## config.mk

```make
export PLATFORM = sky130hd
export DESIGN_NAME = conv_row_sequencer_flat
export DESIGN_NICKNAME = d
export VERILOG_FILES = /design/src/rtl/conv_row_sequencer_if.sv /design/src/rtl/conv_row_sequencer.sv /design/src/flat_wrapper.sv
export SDC_FILE = /design/constraint.sdc
export NUM_CORES = 1
export LEC_CHECK = 0
export CELL_PAD_IN_SITES_DETAIL_PLACEMENT = 1
export CELL_PAD_IN_SITES_GLOBAL_PLACEMENT = 1
export CORE_MARGIN = 3
export CORE_UTILIZATION = 39
export CTS_BUF_LIST = sky130_fd_sc_hd__clkbuf_16
export DETAILED_ROUTE_END_ITERATION = 10
export PLACE_DENSITY_LB_ADDON = 0.05
export SYNTH_ARGS = -nofsm -noshare
export SYNTH_HDL_FRONTEND = slang
export SYNTH_SLANG_ARGS = --single-unit
```

## constraint.sdc

```tcl
create_clock -name clk -period 2.55 [get_ports clk]
set_clock_uncertainty 0.1 [all_clocks]
set_input_delay 0.765 -clock clk [delete_from_list [all_inputs] [get_ports clk]]
set_output_delay 0.765 -clock clk [all_outputs]
set_load 0.05 [all_outputs]
```

## src/rtl/conv_row_sequencer_if.sv

```systemverilog
// Handshake bundle between the row sequencer and the conv unit array.
// The sequencer drives the receptive-field coordinates and the start
// strobe; the conv array returns one half-row of results per strobe.
interface conv_row_sequencer_if #(
    parameter int DATA_WIDTH = 4,
    parameter int HALF       = 6
);
    logic [5:0]                 rowNumber;
    logic [5:0]                 column;
    logic                       conv_start;
    logic                       conv_done;
    logic [HALF*DATA_WIDTH-1:0] conv_result;   // element 0 in the top DATA_WIDTH bits

    modport master (
        output rowNumber, column, conv_start,
        input  conv_done, conv_result
    );

    modport slave (
        input  rowNumber, column, conv_start,
        output conv_done, conv_result
    );
endinterface

```

## src/rtl/conv_row_sequencer.sv

```systemverilog
// Frame-level sequencer ahead of the receptive-field selector.
// Walks output rows 0..OH-1 and column halves 0/1, strobes the conv array
// once per half-row and packs the returned half-rows into out_image
// (element 0 of the map in the top DATA_WIDTH bits, row-major).
// Optional feature: define CONV_SEQ_TIMEOUT_EN to enable a WAIT-state
// watchdog that aborts the frame and sets a sticky timeout_err.

// One half-row slice of the output map.
module conv_blk_reg #(
    parameter int BW = 24
) (
    input  logic          clk,
    input  logic          reset,
    input  logic          wr_en,
    input  logic [BW-1:0] d,
    output logic [BW-1:0] q
);
    // Slice register: loads the conv result when this half-row is addressed.
    always_ff @(posedge clk or negedge reset) begin
        if (!reset)     q <= '0;
        else if (wr_en) q <= d;
    end
endmodule

module conv_row_sequencer #(
    parameter int DATA_WIDTH     = 4,
    parameter int H              = 16,
    parameter int W              = 16,
    parameter int F              = 5,
    parameter int TIMEOUT_CYCLES = 255
) (
    input  logic                                         clk,
    input  logic                                         reset,
    input  logic                                         start,
    output logic                                         busy,
    output logic                                         done,
    conv_row_sequencer_if.master                         conv,
    output logic [(H-F+1)*(W-F+1)*DATA_WIDTH-1:0]        out_image,
    output logic                                         timeout_err
);
    localparam int OW    = W - F + 1;
    localparam int OH    = H - F + 1;
    localparam int HALF  = OW / 2;
    localparam int HB    = HALF * DATA_WIDTH;
    localparam int NBLK  = 2 * OH;
    localparam int IMG_W = OH * OW * DATA_WIDTH;

    // Static configuration sanity: the map must split into two equal halves.
    if ((OW % 2) != 0 || OH < 1 || TIMEOUT_CYCLES < 1) begin : g_cfg_err
        $error("conv_row_sequencer: bad configuration");
    end

    typedef enum logic [1:0] {IDLE, ISSUE, WAIT, FINISH} state_t;

    state_t     state_q, state_d;
    logic [5:0] row_q, row_d;
    logic [5:0] col_q, col_d;
    logic       conv_start_q;
    logic       wr_en;
    logic [6:0] blk_idx;
    logic [NBLK-1:0][HB-1:0] blk_q;

`ifdef CONV_SEQ_TIMEOUT_EN
    localparam int CW = ($clog2(TIMEOUT_CYCLES + 1) > 8) ? $clog2(TIMEOUT_CYCLES + 1) : 8;
    logic [CW-1:0] cnt_q, cnt_d;
    logic          err_q, err_d;
`endif

    // Half-row index into the map: two halves per output row.
    assign blk_idx = {row_q, col_q[0]};

    assign conv.rowNumber  = row_q;
    assign conv.column     = col_q;
    assign conv.conv_start = conv_start_q;

    // Next-state logic; coordinates only move on an accepted conv_done.
    always_comb begin
        state_d = state_q;
        row_d   = row_q;
        col_d   = col_q;
        wr_en   = 1'b0;
`ifdef CONV_SEQ_TIMEOUT_EN
        cnt_d   = cnt_q;
        err_d   = err_q;
`endif
        case (state_q)
            IDLE: begin
                if (start) begin
                    row_d   = '0;
                    col_d   = '0;
                    state_d = ISSUE;
                end
            end
            ISSUE: begin
                state_d = WAIT;
`ifdef CONV_SEQ_TIMEOUT_EN
                cnt_d   = '0;
`endif
            end
            WAIT: begin
                if (conv.conv_done) begin
                    wr_en = 1'b1;
                    if (col_q == 6'd0) begin
                        col_d   = 6'd1;
                        state_d = ISSUE;
                    end else if (row_q == 6'(OH - 1)) begin
                        state_d = FINISH;
                    end else begin
                        row_d   = row_q + 6'd1;
                        col_d   = 6'd0;
                        state_d = ISSUE;
                    end
                end
`ifdef CONV_SEQ_TIMEOUT_EN
                else if (cnt_q == CW'(TIMEOUT_CYCLES - 1)) begin
                    // This idle cycle brings the count to the limit: abort the frame.
                    err_d   = 1'b1;
                    state_d = IDLE;
                end else begin
                    cnt_d = cnt_q + 1'b1;
                end
`endif
            end
            FINISH:  state_d = IDLE;
            default: state_d = IDLE;
        endcase
    end

    // State and registered outputs; flags are decoded from the next state so
    // they line up with the state they describe.
    always_ff @(posedge clk or negedge reset) begin
        if (!reset) begin
            state_q      <= IDLE;
            row_q        <= '0;
            col_q        <= '0;
            busy         <= 1'b0;
            done         <= 1'b0;
            conv_start_q <= 1'b0;
        end else begin
            state_q      <= state_d;
            row_q        <= row_d;
            col_q        <= col_d;
            busy         <= (state_d != IDLE);
            done         <= (state_d == FINISH);
            conv_start_q <= (state_d == ISSUE);
        end
    end

`ifdef CONV_SEQ_TIMEOUT_EN
    // Watchdog counter and sticky error flag.
    always_ff @(posedge clk or negedge reset) begin
        if (!reset) begin
            cnt_q <= '0;
            err_q <= 1'b0;
        end else begin
            cnt_q <= cnt_d;
            err_q <= err_d;
        end
    end
    assign timeout_err = err_q;
`else
    assign timeout_err = 1'b0;
`endif

    for (genvar b = 0; b < NBLK; b++) begin : g_blk
        conv_blk_reg #(.BW(HB)) u_blk (
            .clk   (clk),
            .reset (reset),
            .wr_en (wr_en && (blk_idx == 7'(b))),
            .d     (conv.conv_result),
            .q     (blk_q[b])
        );
    end

    // Pack half-row slices so half-row 0 lands in the top bits of the map.
    always_comb begin
        out_image = '0;
        for (int b = 0; b < NBLK; b++) begin
            out_image[IMG_W-1-b*HB -: HB] = blk_q[b];
        end
    end
endmodule

```

## src/flat_wrapper.sv

```systemverilog
// flat-port wrapper written by rule: the top's interface ports become plain ports
module conv_row_sequencer_flat 
#(
    parameter int DATA_WIDTH     = 4,
    parameter int H              = 16,
    parameter int W              = 16,
    parameter int F              = 5,
    parameter int TIMEOUT_CYCLES = 255
)
  (clk, reset, start, busy, done, out_image, timeout_err, conv_rowNumber, conv_column, conv_conv_start, conv_conv_done, conv_conv_result);
  conv_row_sequencer_if #(.DATA_WIDTH(DATA_WIDTH), .HALF(((W - F + 1) / 2))) conv_i ();
  input  logic clk;
  input  logic reset;
  input  logic start;
  output logic busy;
  output logic done;
  output logic [(H-F+1)*(W-F+1)*DATA_WIDTH-1:0] out_image;
  output logic timeout_err;
  output wire logic [$bits(conv_i.rowNumber)-1:0] conv_rowNumber;
  output wire logic [$bits(conv_i.column)-1:0] conv_column;
  output wire logic [$bits(conv_i.conv_start)-1:0] conv_conv_start;
  input wire logic [$bits(conv_i.conv_done)-1:0] conv_conv_done;
  input wire logic [$bits(conv_i.conv_result)-1:0] conv_conv_result;
  assign conv_rowNumber = conv_i.rowNumber;
  assign conv_column = conv_i.column;
  assign conv_conv_start = conv_i.conv_start;
  assign conv_i.conv_done = conv_conv_done;
  assign conv_i.conv_result = conv_conv_result;
  conv_row_sequencer #(.DATA_WIDTH(DATA_WIDTH), .H(H), .W(W), .F(F), .TIMEOUT_CYCLES(TIMEOUT_CYCLES)) u_core (.clk(clk), .reset(reset), .start(start), .busy(busy), .done(done), .conv(conv_i), .out_image(out_image), .timeout_err(timeout_err));
endmodule
```

# == Word-level counts from Yosys, hierarchy flattened ==
# Cells that the tools add are included.
# word_totals
mem_bits_rw,0
output_inout_bits,592
wordCells,112
romBits,0
latchBits,0
inputBits,28
memories,0
register_bits,593
# classes
reduce_logical,31
shift,0
mux,16
add_sub_neg,1
bitwise_logic,0
div,0
n_eq_ne,34
multipliers,0
n_lt_le_gt_ge,0
# op_table
op,count
$eq A7 B4 Y1 const B,8
$eq A7 B5 Y1 const B,8
$mux W6,7
$eq A7 B3 Y1 const B,4
$logic_and A1 B1 Y1,24
$pmux W6 S2,2
$eq A7 B2 Y1 const B,2
$mux W2,4
$ne A2 B2 Y1 const B,4
$pmux W2 S4,1
$eq A7 B1 Y1 const B,1
$logic_not A7 Y1,1
$add A6 B1 Y6 const B,1
$eq A2 B2 Y1 const B,3
$eq A6 B4 Y1 const B,1
$logic_not A6 Y1,1
$reduce_and A5 Y1,1
$eq A2 B1 Y1 const B,2
$reduce_and A4 Y1,1
$reduce_bool A2 Y1,2
$ne A3 B2 Y1 const B,1
$logic_not A2 Y1,1
$mux W1,2

# == Logic depth before layout (Yosys ltp) ==
# Gate-level depths: netlist of the first run.
# depth
depth_word,6
depth_mapped,7
depth_no_buf,5

# == Modules after synthesis ==
# Synthesis of the first run repeated with hierarchy kept, for this count alone.
# hier_totals
hier_cells,1331
hier_area_um2,24785.0
# by_module_without_submodules
mod,cells_each,n_inst,seq_area_each_um2,area_per_inst_um2
conv_blk_reg,51,24,600.6,997.2
conv_row_sequencer,107,1,300.3,852.1

# == Least setup slack after synthesis of the first run ==
# Ideal clock, no wire load.
# synth_path
path_kind,flip-flop to flip-flop
from,"register u_core.row_q[0], in the netlist u_core.conv.rowNumber[0]"
to,"register u_core.row_q[2], in the netlist u_core.conv.rowNumber[2]"
synth_period_minus_slack_ns,2.470
stages_incl_launch_ff,6
required_ns,2.325
arrival_time_ns,2.245
slack_ns,0.080
setup_time_ns,0.125
path_buffers,0
path_cell_list,dfrtp_1 > ha_1 > or3b_2 > o32a_1 > nand3_1 > mux2_2
# synth_between
elab_chain_len,5
elab_cells_between_ends,8
cone_classes,add/sub (1); eq/ne (2); mux (4); reduce/logical (1)
# synth_rtl
element,line,rtl
from (decl),conv_row_sequencer.sv:56,"logic [5:0] row_q, row_d;"
from (signal assigned),conv_row_sequencer.sv:141,row_q <= row_d;
$add A6 B1 Y6,conv_row_sequencer.sv:109,row_d = row_q + 6'd1;
$mux W6,conv_row_sequencer.sv:106,end else if (row_q == 6'(OH - 1)) begin
$mux W6,conv_row_sequencer.sv:103,if (col_q == 6'd0) begin
$mux W6,conv_row_sequencer.sv:101,if (conv.conv_done) begin
$pmux W6 S2,conv_row_sequencer.sv:86,case (state_q)
# Several ways; a longest one is shown, not always the timed one. The select of a mux whose other input is x is not followed.
# A chain may end at the register's enable or synchronous reset.

# == Worst setup path in the final report of the first run ==
# layout_path
from,register u_core.g_blk[0].u_blk.q[4]
to,output port out_image[556]
# layout_rtl
element,line,rtl
from (decl),conv_row_sequencer.sv:16,output logic [BW-1:0] q
from (signal assigned),conv_row_sequencer.sv:20,if (!reset) q <= '0;
from (signal assigned),conv_row_sequencer.sv:21,else if (wr_en) q <= d;
to (decl),flat_wrapper.sv:17,output logic [(H-F+1)*(W-F+1)*DATA_WIDTH-1:0] out_image;
# No word-level cell between the ends.

==> results of run 1 <==
metrics by stage:
| step | setup TNS (ns) | cells |
|---|---|---|
| 6_report | 0 | 2838 |
| 5_1_grt | 0 | 2838 |
| 4_1_cts | 0 | 2837 |
| 3_5_place_dp | -59.20 | 2723 |
| 3_3_place_gp | -34.62 | 2723 |
| 2_1_floorplan | 0 | 1366 |
final cells by class:
cell class	instances	area [um2]
multi-input combinational	669	7139
timing repair buffer	707	6345
fill	5596	25610
tap	756	945.9
clock inverter	50	251.5
inverter	4	15.01
clock buffer	63	1577
antenna	1	2.502
sequential	588	14710
cell families after synthesis:
logic type | Yosys count | share of synthesized area (%)
AOI/OAI and AO/OA | 10 | 0.3075
adders and majority gates | 1 | 0.05590
buffers and inverters | 109 | 2.432
DFF | 588 | 65.75
muxes | 581 | 29.45
other | 1 | 0.01676
and+or+nand+nor | 71 | 1.990
sequential cells by signal (all words and copies together), names as in the netlist:
register                cells
u_core.g_blk.u_blk.q      576
u_core.conv.rowNumber       6
u_core.state_q              2
u_core.busy                 1
u_core.conv.column          1
u_core.conv.conv_start      1
u_core.done                 1
cell usage in the layout (no fill, tap or decap), types with 5 or more instances in the layout:
master,Yosys,layout
sky130_fd_sc_hd__clkinv_1,0,19
sky130_fd_sc_hd__inv_1,4,27
sky130_fd_sc_hd__nand2_1,13,13
sky130_fd_sc_hd__nor2_1,9,9
sky130_fd_sc_hd__conb_1,1,6
sky130_fd_sc_hd__dlygate4sd2_1,0,429
sky130_fd_sc_hd__buf_12,0,34
sky130_fd_sc_hd__mux2_4,13,13
sky130_fd_sc_hd__clkbuf_16,0,63
sky130_fd_sc_hd__nor2b_1,5,5
sky130_fd_sc_hd__buf_4,6,216
sky130_fd_sc_hd__mux2_2,563,563
sky130_fd_sc_hd__clkdlybuf4s50_1,0,26
sky130_fd_sc_hd__dfrtp_1,588,588
sky130_fd_sc_hd__clkinv_2,0,5
sky130_fd_sc_hd__nand2_2,15,15
final timing paths:
| kind | startpoint | to | depth (start not counted) |
|---|---|---|---|
| worst max-delay path | u_core.g_blk[0].u_blk.q[4] | out_image[556] | 1 |
| worst min-delay path | u_core.g_blk[9].u_blk.q[13] | u_core.g_blk[9].u_blk.q[13] | 1 |
| worst max register to register | u_core.conv.rowNumber[1] | u_core.conv.rowNumber[2] | 5 |
| worst min register to register | u_core.g_blk[9].u_blk.q[13] | u_core.g_blk[9].u_blk.q[13] | 1 |
| max in group asynchronous | reset | u_core.g_blk[16].u_blk.q[11] | 4 |
| min in group asynchronous | reset | u_core.g_blk[0].u_blk.q[0] | 2 |
report_power, final:
part / internal [mW] / switching, mW
Clock: 4.61 / 3.60
Sequential: 10.2 / 0.465
Combinational: 1.80 / 4.60
layer usage:
metal	GRT usage, %	share of wire, %	vias to the layer above
met2	42.27	49	425
met1	30.22	39	7604
met4	8.996	3.6	0
li1	-	-	6125
met5	0	0	-
met3	8.123	8.0	118
what timing repair did:
action	4_1_cts	5_1_grt
hold endpoints to repair	13	0
endpoints found under the setup margin	429	0
hold buffers	1	0
buffers inserted	0	0
resized for setup	429	0
==> impl_metrics.tcl, run 1 <==
set metrics [dict create \
    run_status "finished clean" \
    fin_area_um2 30990 \
    cts_inserted_buffers 61 \
    synth_top_cell_by_area "sky130_fd_sc_hd__dfrtp_1" \
    grt_first_pass_wirelength_um 111000 \
    synth_commonest_cells "588 x sky130_fd_sc_hd__dfrtp_1, 563 x sky130_fd_sc_hd__mux2_2, 49 x sky130_fd_sc_hd__clkbuf_1, 41 x sky130_fd_sc_hd__buf_2, 15 x sky130_fd_sc_hd__nand2_2" \
    detailed_place_hpwl_um 54890 \
    layout_setup_ws_ns 0.1048 \
    io_buffers 613 \
    area_delta_synth_final_pct 38.48 \
    cts_max_level 2 \
    mappedNetlistArea_um2 22380 \
    overflow 0 \
    maximum_vdd_drop_uv 647.4 \
    tightest_slew_ns 0.6254 \
    rows 87 \
    grtUsageTotal_pct 25.10 \
    dominant_delay_contributor_by_cell_family_on_the_critical_path "buffers and inverters" \
    vias 14272 \
    slew_headroom_pct 58.47 \
    power.density_cell_area_nw_per_um2 814.2 \
    cts_sinks 588 \
    netlist_top_cells_area "sky130_fd_sc_hd__dfrtp_1 66%, sky130_fd_sc_hd__mux2_2 28%, sky130_fd_sc_hd__buf_2 0.92%" \
    ys.flop_type "sky130_fd_sc_hd__dfrtp_1" \
    finalMaxSlewViolations 0 \
    whs_ns 0.3979 \
    postRouteAntennaNets 0 \
    ys_ff_latch 588 \
    path_cells "dlygate4sd2_1" \
    share_of_the_synthesized_area_in_the_top_cell_type_pct 65.75 \
    post-route-min-period_ns 2.445 \
    fmax_mhz 409.0 \
    critical_path.endpoint_type "primary output" \
    grt_max_degree 90 \
    dpl_worst_slack_ns -0.2147 \
    route.detailed.drc 0 \
    wirelength_um 76830 \
    synth-warning-count 0 \
    clk_root_buffer_cell "sky130_fd_sc_hd__clkbuf_16" \
    placed_cell_area_um2 29690 \
    via_per_inst 5.029 \
    die_h_um 245.5 \
    first_iter_violations 477 \
    cp.buffers_inverters 1 \
    chipWidth_um 245.5 \
    crit_path_max_incr_delay_ns 0.62 \
    initial_core_util_pct 39.54 \
    post_synthesis_sequential_area_ratio_pct 65.75 \
    drt-wirelength-per-cell_um 27.07 \
    cell_with_the_most_instances_after_synthesis "sky130_fd_sc_hd__dfrtp_1" \
    grt_setup_unrepaired "no" \
    critical_path_required_ns 1.69 \
    worst_setup_path_start_kind "register" \
    leakagePower_nw 17.81 \
    clk_transition_reported_paths_ns 0.06 \
    synth-async-reset-ratio_pct 100.0 \
    cp.arrival_ns 1.58 \
    worstSkewPairLatency_ns 0.61 \
    tritoncts "done" \
    power_after_layout_mw 25.23 \
    core_um2 56600 \
    regToRegSetupSlack_ns 0.32 \
    critPathKind "reg -> out" \
    critPathSlowestCell "sky130_fd_sc_hd__dlygate4sd2_1" \
    cts_max_path_buffers 3 \
    drv_cap 0 \
    detailedRoute.firstPassIterationCount 4 \
    setup_violations 0 \
    synth_enable_flop_cells 0 \
    synth_area_per_cell_um2 16.44 \
    die_area_um2 60290 \
    min_period_over_period_pct 95.89 \
    post_layout_util_pct 54.75 \
    gp_congestion 0.7926 \
    floorplan.io_pins 620 \
    nets 2060 \
    yosysUniqueCellTypes 38 \
    timing_hold_violations_final 0 \
    mapped_cells 1361 \
    critPathMaxFanout 2 \
    worstHoldPathType "reg -> reg" \
    antenna_found_initial 3 \
    grt_pass1_vias 15682 \
    post_route_cells_drive_above_1_share_pct 44.45 \
]
Note: power is estimated with default switching activity, not from simulation.
==> run 2: changes to the inputs <==
- RECOVER_POWER: not set -> 25
==> impl_metrics.tcl, run 2 (synthesis results as in run 1) <==
set metrics [dict create \
    slew_headroom_pct 16.45 \
    rr_endpoint "u_core.conv.rowNumber[2]" \
    p_sw_mw 8.673 \
    largest_register "u_core.g_blk.u_blk.q" \
    route.detailed.drc 0 \
    setup_violations 0 \
    post_route_cells_drive_above_1_share_pct 43.83 \
    routed.top_layer "met4" \
    post_layout_util_pct 54.54 \
    hold_path.startpoint "u_core.g_blk[23].u_blk.q[11]" \
    cts_max_level 2 \
    power.density_cell_area_nw_per_um2 816.8 \
    clk_transition_reported_paths_ns 0.06 \
    cts_max_path_buffers 3 \
    grt_setup_unrepaired "no" \
    maximum_vdd_drop_uv 650.8 \
    min_period_over_period_pct 95.92 \
    seq_power_share_pct 42.1 \
    crit_path_max_incr_delay_ns 0.62 \
    nets 2060 \
    post-route-min-period_ns 2.446 \
    initial_core_util_pct 39.54 \
    wl_met2_um 37930 \
    regToRegSetupSlack_ns 0.32 \
    path_cells "dlygate4sd2_1" \
    antenna_found_initial 4 \
    grt_pass1_vias 15682 \
    chipWidth_um 245.5 \
    wl_met1_um 29990 \
    grt_first_pass_wirelength_um 111000 \
    fillerInstances 5613 \
    critical_path_required_ns 1.69 \
    postCtsSetupRepairBufs 0 \
    cp.buffers_inverters 1 \
    clockPowerShare_pct 32.6 \
    rows 87 \
    tritoncts "done" \
    finalMaxSlewViolations 0 \
    wl_met3_um 6148 \
    worst_setup_path_start_kind "register" \
    p_comb_share_pct 25.3 \
    via_per_inst 5.035 \
    die_h_um 245.5 \
    dominant_delay_contributor_by_cell_family_on_the_critical_path "buffers and inverters" \
    dpl_worst_slack_ns -0.2147 \
    io_buffers 613 \
    p_int_mw 16.54 \
    detailedRoute.firstPassIterationCount 6 \
    cp.arrival_ns 1.58 \
    tightest_slew_ns 1.253 \
    first_iter_violations 505 \
    die_area_um2 60290 \
    holdPathStages 1 \
    fmax_mhz 408.9 \
    timing.rr.start "u_core.conv.rowNumber[1]" \
    overflow 0 \
    wirelength_um 76880 \
    r2r.worst_path.cells 5 \
    clk_root_buffer_cell "sky130_fd_sc_hd__clkbuf_16" \
    worstHoldPathType "reg -> reg" \
    postRouteAntennaNets 0 \
    layout_setup_ws_ns 0.1041 \
    final_cell_mix "588 x sky130_fd_sc_hd__dfrtp_1, 563 x sky130_fd_sc_hd__mux2_2, 429 x sky130_fd_sc_hd__dlygate4sd2_1, 202 x sky130_fd_sc_hd__buf_4, 63 x sky130_fd_sc_hd__clkbuf_16" \
    worst_hold_path.endpoint "u_core.g_blk[23].u_blk.q[11]" \
    drv_cap 0 \
    critPathKind "reg -> out" \
    grt_max_degree 90 \
    critPathMaxFanout 2 \
    largest_reg_flops 576 \
    floorplan.io_pins 620 \
    timing_hold_violations_final 0 \
    critical_path.endpoint_type "primary output" \
    grtUsageTotal_pct 25.10 \
    fin_area_um2 30870 \
    area_delta_synth_final_pct 37.96 \
    detailed_place_hpwl_um 54890 \
    placed_cell_area_um2 29690 \
    gp_congestion 0.7926 \
    leakagePower_nw 17.74 \
    critPathSlowestCell "sky130_fd_sc_hd__dlygate4sd2_1" \
    worstSkewPairLatency_ns 0.61 \
    sw_frac_of_total_pct 34.39 \
    cts_inserted_buffers 61 \
    drt-wirelength-per-cell_um 27.09 \
    startpoint "u_core.g_blk[0].u_blk.q[4]" \
    cts_sinks 588 \
    core_um2 56600 \
    vias 14289 \
    run_status "finished clean" \
    final_common_cell "sky130_fd_sc_hd__dfrtp_1" \
]
==> run 2: cell count changes in the layout (fill, tap and decap cells not counted) <==
| cell | previous run | this run |
|---|---|---|
| sky130_fd_sc_hd__clkbuf_2 | 0 | 3 |
| sky130_fd_sc_hd__buf_12 | 34 | 29 |
| sky130_fd_sc_hd__clkbuf_1 | 0 | 13 |
| sky130_fd_sc_hd__dlygate4sd3_1 | 1 | 2 |
| sky130_fd_sc_hd__clkdlybuf4s50_1 | 26 | 25 |
| sky130_fd_sc_hd__clkbuf_4 | 0 | 2 |
| sky130_fd_sc_hd__buf_6 | 0 | 1 |
| sky130_fd_sc_hd__buf_4 | 216 | 202 |
==> run 2: worst max-delay path by stage <==
stage / end / slack (ns) / cells past startpoint
after detailed placement: u_core.g_blk[4].u_blk.q[11] / -0.21 / 7
after global routing: u_core.g_blk[11].u_blk.q[19] / 0.04 / 3
after floorplan: u_core.conv.rowNumber[2] / 0.08 / 5
after CTS: out_image[177] / 0.05 / 1
final: out_image[556] / 0.10 / 1
after global placement: u_core.g_blk[4].u_blk.q[21] / -0.16 / 7
==> run 2: power groups by stage <==
stage | Clock, mW | Sequential (mW) | Combinational, mW
floorplan | 0 | 13.6 | 1.18
global placement | 0 | 10.8 | 6.71
detailed placement | 0 | 10.8 | 6.79
CTS | 8.46 | 10.6 | 6.47
global route | 8.88 | 10.7 | 6.60
finish | 8.21 | 10.6 | 6.38
==> run 2: through the flow <==
stage	TNS (ns)	hold slack [ns]	cells	power, mW
floorplan	0	0.3694	1366	14.78
detailed placement	-59.20	0.3918	2723	17.60
finish	0	0.3978	2838	25.22
global placement	-34.62	0.3831	2723	17.47
global route	0	0.4039	2838	26.20
CTS	0	0.4011	2837	25.56
==> run 2: layer usage <==
layer | global-route usage (%) | vias up
li1 | - | 6122
met1 | 30.22 | 7633
met2 | 42.27 | 414
met3 | 8.123 | 120
met4 | 8.996 | 0
met5 | 0 | -
==> run 2: final cells by class <==
cell class | count | area, um2 | share of cell area, %
clock inverter | 50 | 251.5 | 0.8146
multi-input combinational | 669 | 7139 | 23.12
inverter | 4 | 15.01 | 0.04863
clock buffer | 63 | 1577 | 5.106
antenna | 1 | 2.502 | 0.008105
sequential | 588 | 14710 | 47.66
timing repair buffer | 707 | 6230 | 20.18
tap | 756 | 945.9 | 3.064
==> run 2: repair_timing <==
| item | in CTS | in global routing |
|---|---|---|
| hold buffers | 1 | 0 |
| hold endpoints to repair | 13 | 0 |
| resized for setup | 429 | 0 |
| endpoints found under the setup margin | 429 | 0 |
